File: src/rtl/video_timing_gen.sv
// Video timing generator: free-running raster counters, registered sync/DE
// outputs and a selectable built-in test pattern. Each line and each frame run
// active -> front porch -> sync -> back porch.
module video_timing_gen #(
    parameter int H_ACTIVE = 1920,
    parameter int H_FP     = 88,
    parameter int H_SYNC   = 44,
    parameter int H_BP     = 148,
    parameter int V_ACTIVE = 1080,
    parameter int V_FP     = 4,
    parameter int V_SYNC   = 5,
    parameter int V_BP     = 36,
    parameter int HS_POL   = 1,
    parameter int VS_POL   = 1
) (
    input  logic        clk_i,
    input  logic        rst_i,
    input  logic        en_i,
    input  logic [1:0]  pat_i,
    output logic        vout_de_o,
    output logic        vout_hs_o,
    output logic        vout_vs_o,
    output logic [23:0] vout_data_o,
    output logic [11:0] x_o,
    output logic [11:0] y_o,
    output logic        frame_start_o
);

    localparam int H_TOTAL = H_ACTIVE + H_FP + H_SYNC + H_BP;
    localparam int V_TOTAL = V_ACTIVE + V_FP + V_SYNC + V_BP;

    // 13-bit boundaries so a total of exactly 4096 still compares correctly
    localparam logic [12:0] H_ACT  = 13'(H_ACTIVE);
    localparam logic [12:0] HS_BEG = 13'(H_ACTIVE + H_FP);
    localparam logic [12:0] HS_END = 13'(H_ACTIVE + H_FP + H_SYNC);
    localparam logic [12:0] H_LAST = 13'(H_TOTAL - 1);
    localparam logic [12:0] V_ACT  = 13'(V_ACTIVE);
    localparam logic [12:0] VS_BEG = 13'(V_ACTIVE + V_FP);
    localparam logic [12:0] VS_END = 13'(V_ACTIVE + V_FP + V_SYNC);
    localparam logic [12:0] V_LAST = 13'(V_TOTAL - 1);
    localparam logic [11:0] BAR_LAST = 12'(H_ACTIVE / 8 - 1);
    localparam logic HS_ON = (HS_POL != 0);
    localparam logic VS_ON = (VS_POL != 0);

    // Pixel colour for the selected pattern at the current active position
    function automatic logic [23:0] pattern_pixel(input logic [1:0] pat,
                                                  input logic [2:0] bar,
                                                  input logic [7:0] x,
                                                  input logic       y5);
        logic [23:0] px;
        px = 24'h000000;
        case (pat)
            2'd0: px = 24'h000000;
            2'd1: begin
                case (bar)
                    3'd0:    px = 24'hFFFFFF;
                    3'd1:    px = 24'hFFFF00;
                    3'd2:    px = 24'h00FFFF;
                    3'd3:    px = 24'h00FF00;
                    3'd4:    px = 24'hFF00FF;
                    3'd5:    px = 24'hFF0000;
                    3'd6:    px = 24'h0000FF;
                    default: px = 24'h000000;
                endcase
            end
            2'd2: px = {3{x}};
            default: px = (x[5] ^ y5) ? 24'hFFFFFF : 24'h000000;
        endcase
        return px;
    endfunction

    logic [11:0] h_cnt_q, h_cnt_d, v_cnt_q, v_cnt_d;
    logic [11:0] bar_cnt_q, bar_cnt_d;
    logic [2:0]  bar_idx_q, bar_idx_d;
    logic [1:0]  pat_q, pat_d;
    logic        de_q, de_d, hs_q, hs_d, vs_q, vs_d, fs_q, fs_d;
    logic [23:0] data_q, data_d;
    logic [11:0] x_q, x_d, y_q, y_d;

    logic        frame_first, h_wrap, v_wrap, h_act, v_act, in_hs, in_vs;
    logic [1:0]  pat_eff;

    // Counter state decode; the new pattern applies from pixel (0,0) itself
    always_comb begin
        frame_first = (h_cnt_q == 12'd0) && (v_cnt_q == 12'd0);
        h_wrap      = ({1'b0, h_cnt_q} == H_LAST);
        v_wrap      = ({1'b0, v_cnt_q} == V_LAST);
        h_act       = ({1'b0, h_cnt_q} < H_ACT);
        v_act       = ({1'b0, v_cnt_q} < V_ACT);
        in_hs       = ({1'b0, h_cnt_q} >= HS_BEG) && ({1'b0, h_cnt_q} < HS_END);
        in_vs       = ({1'b0, v_cnt_q} >= VS_BEG) && ({1'b0, v_cnt_q} < VS_END);
        pat_eff     = (en_i && frame_first) ? pat_i : pat_q;
    end

    // Raster counters, colour-bar counter and frame-latched pattern select
    always_comb begin
        h_cnt_d   = h_cnt_q;
        v_cnt_d   = v_cnt_q;
        bar_cnt_d = bar_cnt_q;
        bar_idx_d = bar_idx_q;
        pat_d     = pat_q;
        if (!en_i) begin
            h_cnt_d   = 12'd0;
            v_cnt_d   = 12'd0;
            bar_cnt_d = 12'd0;
            bar_idx_d = 3'd0;
        end else begin
            h_cnt_d = h_wrap ? 12'd0 : h_cnt_q + 12'd1;
            if (h_wrap) begin
                v_cnt_d = v_wrap ? 12'd0 : v_cnt_q + 12'd1;
            end
            // bar index steps every H_ACTIVE/8 pixels; rolls 7->0 at end of active
            if (h_act) begin
                if (bar_cnt_q == BAR_LAST) begin
                    bar_cnt_d = 12'd0;
                    bar_idx_d = bar_idx_q + 3'd1;
                end else begin
                    bar_cnt_d = bar_cnt_q + 12'd1;
                end
            end else begin
                bar_cnt_d = 12'd0;
                bar_idx_d = 3'd0;
            end
            if (frame_first) begin
                pat_d = pat_i;
            end
        end
    end

    // Next output values, one cycle behind the counter state
    always_comb begin
        de_d   = 1'b0;
        hs_d   = ~HS_ON;
        vs_d   = ~VS_ON;
        data_d = 24'h0;
        x_d    = 12'd0;
        y_d    = 12'd0;
        fs_d   = 1'b0;
        if (en_i) begin
            de_d = h_act && v_act;
            hs_d = in_hs ? HS_ON : ~HS_ON;
            vs_d = in_vs ? VS_ON : ~VS_ON;
            fs_d = frame_first;
            if (h_act && v_act) begin
                x_d    = h_cnt_q;
                y_d    = v_cnt_q;
                data_d = pattern_pixel(pat_eff, bar_idx_q, h_cnt_q[7:0], v_cnt_q[5]);
            end
        end
    end

    // State and output registers; reset wins over enable
    always_ff @(posedge clk_i) begin
        if (rst_i) begin
            h_cnt_q   <= 12'd0;
            v_cnt_q   <= 12'd0;
            bar_cnt_q <= 12'd0;
            bar_idx_q <= 3'd0;
            pat_q     <= 2'd0;
            de_q      <= 1'b0;
            hs_q      <= ~HS_ON;
            vs_q      <= ~VS_ON;
            data_q    <= 24'h0;
            x_q       <= 12'd0;
            y_q       <= 12'd0;
            fs_q      <= 1'b0;
        end else begin
            h_cnt_q   <= h_cnt_d;
            v_cnt_q   <= v_cnt_d;
            bar_cnt_q <= bar_cnt_d;
            bar_idx_q <= bar_idx_d;
            pat_q     <= pat_d;
            de_q      <= de_d;
            hs_q      <= hs_d;
            vs_q      <= vs_d;
            data_q    <= data_d;
            x_q       <= x_d;
            y_q       <= y_d;
            fs_q      <= fs_d;
        end
    end

    assign vout_de_o     = de_q;
    assign vout_hs_o     = hs_q;
    assign vout_vs_o     = vs_q;
    assign vout_data_o   = data_q;
    assign x_o           = x_q;
    assign y_o           = y_q;
    assign frame_start_o = fs_q;

endmodule

File: config.mk
export PLATFORM = sky130hd
export DESIGN_NAME = video_timing_gen
export DESIGN_NICKNAME = d
export VERILOG_FILES = /design/src/rtl/video_timing_gen.sv
export SDC_FILE = /design/constraint.sdc
export NUM_CORES = 1
export LEC_CHECK = 0
export CAP_MARGIN = 20
export CORE_MARGIN = 5
export CORE_UTILIZATION = 54
export CTS_CLUSTER_DIAMETER = 120
export DETAILED_ROUTE_END_ITERATION = 10
export PLACE_DENSITY = 0.88
export SYNTH_ARGS = -nofsm -noshare
export SYNTH_HDL_FRONTEND = slang
export SYNTH_SLANG_ARGS = --single-unit
File: constraint.sdc
create_clock -name clk_i -period 2.15 [get_ports clk_i]
set_input_delay 0.43 -clock clk_i [delete_from_list [all_inputs] [get_ports clk_i]]
set_output_delay 0.43 -clock clk_i [all_outputs]
set_load 0.005 [all_outputs]
## After elaboration in Yosys (flattened, before gate mapping)

Index checks and enable logic that the tools add are counted.

- Register bits: 93
- Bits of input ports: 5
- Output and inout port bits: 52

- $add $sub $neg: 4
- Order comparisons: 6
- Equal/unequal tests: 11
- Multiplexer cells: 7
- Bitwise operators: 4
- Reductions and logical operators: 15

Operator list:

| operator | number |
|---|---|
| one-hot mux 24 bit (7 select lines) | 1 |
| one-hot mux 24 bit (3 select lines) | 1 |
| adder 12 x 1 -> 12 bit (second input constant) | 3 |
| < comparator 12 x 11 -> 1 bit (second input constant) | 3 |
| greater-or-equal comparator 12 x 11 -> 1 bit (second input constant) | 2 |
| logical NOT 12 bit | 2 |
| 2-to-1 mux 24 bit | 1 |
| equality test 12 x 11 -> 1 bit (second input constant) | 1 |
| equality test 12 bit (second input constant) | 1 |
| equality test 12 x 8 -> 1 bit (second input constant) | 1 |
| < comparator 12 bit (second input constant) | 1 |
| 2-to-1 mux 12 bit | 1 |
| equality test 3 bit (second input constant) | 3 |
| OR reduction 3 bit | 3 |
| equality test 3 x 2 -> 1 bit (second input constant) | 2 |
| logical AND 1 bit | 5 |
| OR reduction 4 bit | 1 |
| adder 3 x 1 -> 3 bit (second input constant) | 1 |
| equality test 3 x 1 -> 1 bit (second input constant) | 1 |
| logical NOT 3 bit | 1 |
| NOT 1 bit | 3 |
| equality test 2 x 1 -> 1 bit (second input constant) | 1 |
| equality test 2 bit (second input constant) | 1 |
| logical NOT 2 bit | 1 |
| other kinds (5) | 6 |

## Logic depth before layout (Yosys ltp)

Gate-level depths: netlist (run 1).

- Depth after elaboration: 6
- Gate-level depth with buffers: 7

## Worst setup path after synthesis (run 1)

OpenSTA, ideal clock, no wires.

- Kind: register to register
- From: reg v_cnt_q[0]
- To: reg data_q[10] (netlist: vout_data_o[10])
- Setup time: 147 ps
- Arrival time: 1818 ps
- Required time: 2003 ps
- Slack: 185 ps
- Stages on the path, launching flop included: 7
- Buffers on the path: 0
- Cell sequence: dfxtp_1 -> inv_1 -> ha_1 -> nor4b_1 -> nand4_1 -> nor2_1 -> a221oi_1

- Word-level cells in the longest chain between the ends: 6

Ends and longest elaborated chain:

| what | line | source |
|---|---|---|
| start: declaration | 72 | `logic [11:0] h_cnt_q, h_cnt_d, v_cnt_q, v_cnt_d;` |
| start signal: assignment | 169 | `v_cnt_q <= v_cnt_d;` |
| parallel branches: the longest is 6 deep, another holds < comparator 12 x 11 -> 1 bit | -- |  |
| end signal: assignment | 176 | `data_q <= data_d;` |
| end: declaration | 77 | `logic [23:0] data_q, data_d;` |

Parallel ways; which one is timed is not known.
A chain may end at the register's enable or synchronous reset.

## Worst setup path in the final report (run 1)

- From: reg h_cnt_q[0]
- To: reg data_q[14] (netlist: vout_data_o[14])

- Word-level cells in the longest chain between the ends: 6

Ends and longest elaborated chain:

| what | line | source |
|---|---|---|
| start: declaration | 72 |  |
| start signal: assignment | 168 | `h_cnt_q <= h_cnt_d;` |
| parallel branches: the longest is 6 deep, another holds < comparator 12 x 11 -> 1 bit | -- |  |

Parallel ways; which one is timed is not known.

==> results of run 1 <==
## timing repair
action,CTS,global route
gates cloned,0,0
setup endpoints to repair,1,27
resized for setup,1,32
setup buffers,0,3
pin swaps,0,9
## registers in the layout, indices dropped and copies added, names as in the netlist, 2 cells and up
name,count
pat_q,2
bar_idx_q,3
y_o,12
bar_cnt_q,12
v_cnt_q,12
h_cnt_q,12
x_o,12
vout_data_o,24
## stage by stage
| stage | instances | hold WS [ns] | total power [mW] | cell area (µm²) |
|---|---|---|---|---|
| global placement | 568 | 0.441 | 2.03 | 4650 |
| floorplan | 409 | 0.429 | 1.92 | 3830 |
| detailed placement | 568 | 0.454 | 2.03 | 4650 |
| CTS | 584 | 0.471 | 2.99 | 4810 |
| finish | 587 | 0.452 | 3.03 | 5000 |
| global route | 587 | 0.468 | 3.15 | 5000 |
## cell type report
class,instances,area (µm²)
clock buffers,12,135
clock inverters,4,25.0
fillers,466,1840
inverters,13,48.8
multi-input cells,282,1980
flip-flops and latches,93,1870
well taps,96,120
repair buffers,87,818
## power breakdown
part           internal [mW]  leakage (nW)  switching (mW)
sequential              1.75         0.755          0.0137
clock                  0.418        0.0764           0.576
combinational          0.128         0.897           0.141
total                   2.30          1.73           0.730
## cells in the final DEF, fill, tap and decap left out, types with 5 or more instances in the layout
cell type        count
ha_1                 9
a221oi_2             6
nor2_1              45
clkbuf_8             9
o31ai_1              8
nor4_1               7
or3_1                6
nand2_1             21
xor2_1               5
nor3_1              10
or4_1                6
clkdlybuf4s50_1     56
dfxtp_1             91
a211oi_1             5
nand3_1             18
inv_1               11
a21oi_1             22
nand4_1             11
o21ai_0              9
buf_4               29
xnor2_1             18
a211oi_2            11
and2_1              19
## final timing paths
| path | start | to | slack [ns] |
|---|---|---|---|
| max | h_cnt_q[0] | vout_data_o[14] | -0.005 |
| min | h_cnt_q[0] | h_cnt_q[0] | 0.45 |
| min reg2reg | h_cnt_q[0] | h_cnt_q[0] | 0.45 |
| max reg2reg | h_cnt_q[0] | vout_data_o[14] | -0.005 |
## cells by family (layout without fill, tap and decap cells)
group	count (synthesis)	count (layout)	synth area share, %
mux	2	2	0.523
compound gates	74	74	13.7
fa+ha+maj	10	10	3.27
xor+xnor	24	24	5.49
simple gates	170	170	24.4
other cells	1	2	0.0979
flops	93	93	48.6
buf+inv	34	116	3.85
## worst max-delay path, cell delays in order, from the launching register on
cell and delay, ns:
dfxtp_4 0.37, inv_2 0.08, ha_4 0.13, or4b_4 0.50, nor4_4 0.36, a22oi_2 0.25
a221oi_1 0.35
## routing by layer
| layer | global-route usage, % | up-vias | wire length [µm] |
|---|---|---|---|
| met3 | 5.29 | 17 | 580 |
| met1 | 25.7 | 1593 | 3790 |
| met5 | 0 | - | 0 |
| met2 | 36.1 | 134 | 4670 |
| li1 | - | 1601 | - |
| met4 | 6.98 | 0 | 150 |
==> results.tsv, run 1 <==
metric	value	unit
ys_types	41	
gp_congestion	0.943	
fin_crit_sh	100	%
cap_violations	0	
vdd_drop_max	0.407	mV
yosysTopAreaCell	dfxtp_1	
drtIter0Drc	243	
pin_count	57	
areaGrowthSynthToFinish	30.4	%
routed_wl	9190	µm
path_class	reg -> reg	
grt_pass1_vias	3156	
vias_per_cell	5.70	
drc	0	
cts_hold_buffers	0	
synth_common_cells	dfxtp_1 (93), nor2_1 (45), a21oi_1 (24)	
fin_crit	2.16	ns
synth_ff_type	dfxtp_1	
wl_per_cell	15.7	µm
fin_nets	501	
fin_skew	0.0103	ns
yosys_warnings	0	
grt_overflow	0	
yosysTopAreaCellShare	48.6	%
root_buffer	clkbuf_8	
worst_slack	-0.00540	ns
clockBufferDepth	2	
diodes	0	
cellLeakagePower	1.73	nW
dieWidth	94.2	µm
ys_seq_area_share	48.6	%
start_util	56.1	%
outcome	finished with violations	
power.density	606	nW/µm²
grt_max_degree	30	
synth_area	3830	µm²
die-area	8880	µm²
critPathMaxFanout	8	
avgSynthCellArea	9.39	µm²
cts_tree	yes	
final.setup.tns	-0.00540	ns
track_usage	21.1	%
first_pass_iters	5	
num_rows	30	
synth_cells	408	
die_h	94.2	µm
tritoncts.num_buffers	9	
cts.clk_slew.worst_paths	0.09	ns
crit_arrival	2.39	ns
fmax	464	MHz
dp_slack	-0.103	ns
vias	3345	
max_slew_margin	61.9	%
async_reset_ff_share	0	%
hp-class	reg -> reg	
antenna_found_initial	0	
drive_gt1_share	16.5	%
grt_pass1_wl	14900	µm
whs_path_depth	1	
start_kind	flop	
cp.required	2.39	ns
crit_path_end_kind	flop	
synth.most_common_cell	dfxtp_1	
detail-route-antenna-nets	0	
finalSetupViolations	1	
rr_worst_depth	6	
post-route-util	73.1	%
slew_viol_final	0	
synthTopCellsByArea	dfxtp_1 (49%), nor2_1 (4.4%), xnor2_1 (4.3%)	
io_buffer_count	56	
synth_edf_count	0	
worst_slew_pin_slew	0.572	ns
clk_latency	0.35	ns
finalHoldViolCount	0	
synth.ff_latch_count	93	
clock-sinks	93	
htree_levels	3	
violations	negative setup slack	
coreArea	6830	µm²
hpwlAfterDp	6600	µm
Power figures use the tool's default switching activity.
==> run 2: changes to the inputs <==
CAP_MARGIN = not set   (was 20)
CELL_PAD_IN_SITES_DETAIL_PLACEMENT = 0   (was not set)
CELL_PAD_IN_SITES_GLOBAL_PLACEMENT = 1   (was not set)
CORE_UTILIZATION = 41   (was 54)
PLACE_DENSITY = 0.87   (was 0.88)
SLEW_MARGIN = 20   (was not set)
==> results.tsv, run 2 (synthesis results as in run 1) <==
metric	value	unit	change
cts_tree	yes		
first_pass_iters	4		-1
stdcell_count	600		+2.2%
fin_skew	0.0124	ns	+0.00215 ns
critPathMaxFanout	4		-4
hp-class	reg -> reg		
place_inst	582		+2.5%
clockBufferDepth	2		unchanged
cellLeakagePower	1.76	nW	+1.6%
grt_max_degree	30		unchanged
dieWidth	107	µm	+13%
fin_nets	501		unchanged
fmax	473	MHz	+2.0%
finalHoldViolCount	0		unchanged
drive_gt1_share	14.5	%	-2.0 points
worst_slew_pin_slew	0.528	ns	-0.0431 ns
track_usage	16.7	%	-4.3 points
vdd_drop_max	0.275	mV	-32%
n_fill_cell	816		+75%
htree_levels	3		unchanged
mostFrequentLayoutCell	dfxtp_1		
endpoint	vout_data_o[0]		
start_kind	flop		
rsz0062_at_grt	true		
critical_path.reg2reg.startpoint	h_cnt_q[1]		
place_area	4660	µm²	+0.24%
design_area	5020	µm²	+0.48%
slew_viol_final	0		unchanged
clk_latency	0.37	ns	+0.02 ns
rr_worst_depth	6		unchanged
regArea	1860	µm²	-0.13%
coreArea	9150	µm²	+34%
cp.required	2.41	ns	+0.02 ns
max_slew_margin	64.8	%	+2.9 points
start_util	41.8	%	-14 points
rrSetupSlack	0.04	ns	+0.04 ns
vias_per_cell	5.35		-6.1%
areaGrowthSynthToFinish	31.1	%	
grt_overflow	0		unchanged
power.density	677	nW/µm²	+12%
path_class	reg -> reg		
die-area	11400	µm²	+28%
grt_pass1_vias	3114		-1.3%
vias	3210		-4.0%
tritoncts.num_buffers	9		unchanged
outcome	completed		
routed_wl	9190	µm	about the same
mostFrequentLayoutCells	dfxtp_1 (91), clkdlybuf4s50_1 (56), nor2_1 (45), buf_4 (29), a21oi_1 (23)		
drtIter0Drc	118		-51%
cts.clk_slew.worst_paths	0.09	ns	about the same
crit_arrival	2.37	ns	-0.02 ns
largest_register_ff_count	24		unchanged
io_buffer_count	56		unchanged
die_h	107	µm	+13%
holdWs	0.480	ns	+0.0273 ns
whs_path_depth	1		unchanged
fin_crit_sh	98.3	%	-1.9 points
gp_congestion	0.774		-18%
wl_per_cell	15.3	µm	-2.1%
root_buffer	clkbuf_8		
pin_count	57		unchanged
grt_pass1_wl	15200	µm	+2.2%
drc	0		unchanged
antenna_found_initial	0		unchanged
startpoint	h_cnt_q[1]		
multiInputGateArea	1910	µm²	-3.5%
cap_violations	0		unchanged
r2r_end	vout_data_o[0]		
diodes	0		unchanged
num_rows	35		+17%
clock-sinks	93		unchanged
finalSetupViolations	0		-1
fin_crit	2.11	ns	-0.0413 ns
crit_path_end_kind	flop		
hpwlAfterDp	6650	µm	+0.70%
detail-route-antenna-nets	0		unchanged
[run 2: cell count changes in the layout (fill, tap and decap cells not counted), sizes merged]
| cell | previous run | this run |
|---|---|---|
| clkinv | 2 | 0 |
| clkinvlp | 2 | 1 |
| clkbuf | 12 | 10 |
| bufinv | 0 | 3 |
[run 2: worst max-delay path, cell delays in order (launching register included)]
cell	delay, ns
dfxtp_1	0.32
inv_1	0.08
ha_1	0.17
or4b_1	0.54
nor4_2	0.41
nand2_1	0.19
a211oi_1	0.31
[run 2: worst min-delay path by stage]
| stage | slack (ns) | to | start |
|---|---|---|---|
| after floorplan | 0.43 | bar_cnt_q[0] | bar_cnt_q[0] |
| after global placement | 0.44 | bar_cnt_q[0] | bar_cnt_q[0] |
| after detailed placement | 0.46 | bar_cnt_q[0] | bar_cnt_q[0] |
| after CTS | 0.48 | x_o[1] | h_cnt_q[1] |
| after global routing | 0.51 | x_o[1] | h_cnt_q[1] |
| final | 0.48 | bar_cnt_q[0] | bar_cnt_q[0] |
[run 2: layout make-up]
class                           instances  share of cell area [%]
Clock inverter                          4                    1.94
Clock buffer                           10                    2.74
Multi-Input combinational cell        282                    38.1
Tap cell                              111                    2.77
Inverter                               13                    1.02
Sequential cell                        93                    37.1
Timing Repair Buffer                   87                    16.3
[run 2: through the flow]
step | worst slack (ns) | util (%) | power [mW] | TNS, ns
2_1_floorplan | 0.185 | - | 1.92 | 0
3_3_place_gp | -0.0330 | 50.9 | 2.03 | -0.122
3_5_place_dp | -0.0957 | 50.9 | 2.04 | -1.07
4_1_cts | 0.0233 | 54.2 | 3.41 | 0
5_1_grt | -0.0509 | 54.8 | 3.52 | -0.171
6_report | 0.0359 | 54.8 | 3.40 | 0
[run 2: repair_timing]
item / CTS / global route
buffers inserted: 1 / 3
pin swaps: 4 / 2
hold buffers: 0 / 0
endpoints found under the setup margin: 1 / 24
resized for setup: 14 / 6
[run 2: layer usage]
layer,routed length [µm],track usage [%],vias to the layer above
met1,4230,20.8,1509
met4,226,7.95,0
met2,4360,28.2,74
met3,382,2.89,19
li1,-,-,1608
met5,0,0,-
[run 2: power breakdown]
group / switching, mW / total [mW] / internal (mW)
logic: 0.129 / 0.246 / 0.117
clock network: 0.596 / 1.39 / 0.791
registers: 0.0124 / 1.76 / 1.75
total: 0.737 / 3.40 / 2.66
==> run 3: changes to the inputs <==
CTS_CLUSTER_DIAMETER = 150   (was 120)
==> results of run 3 <==
Final layout, timing and power as in run 2 (identical DEF).
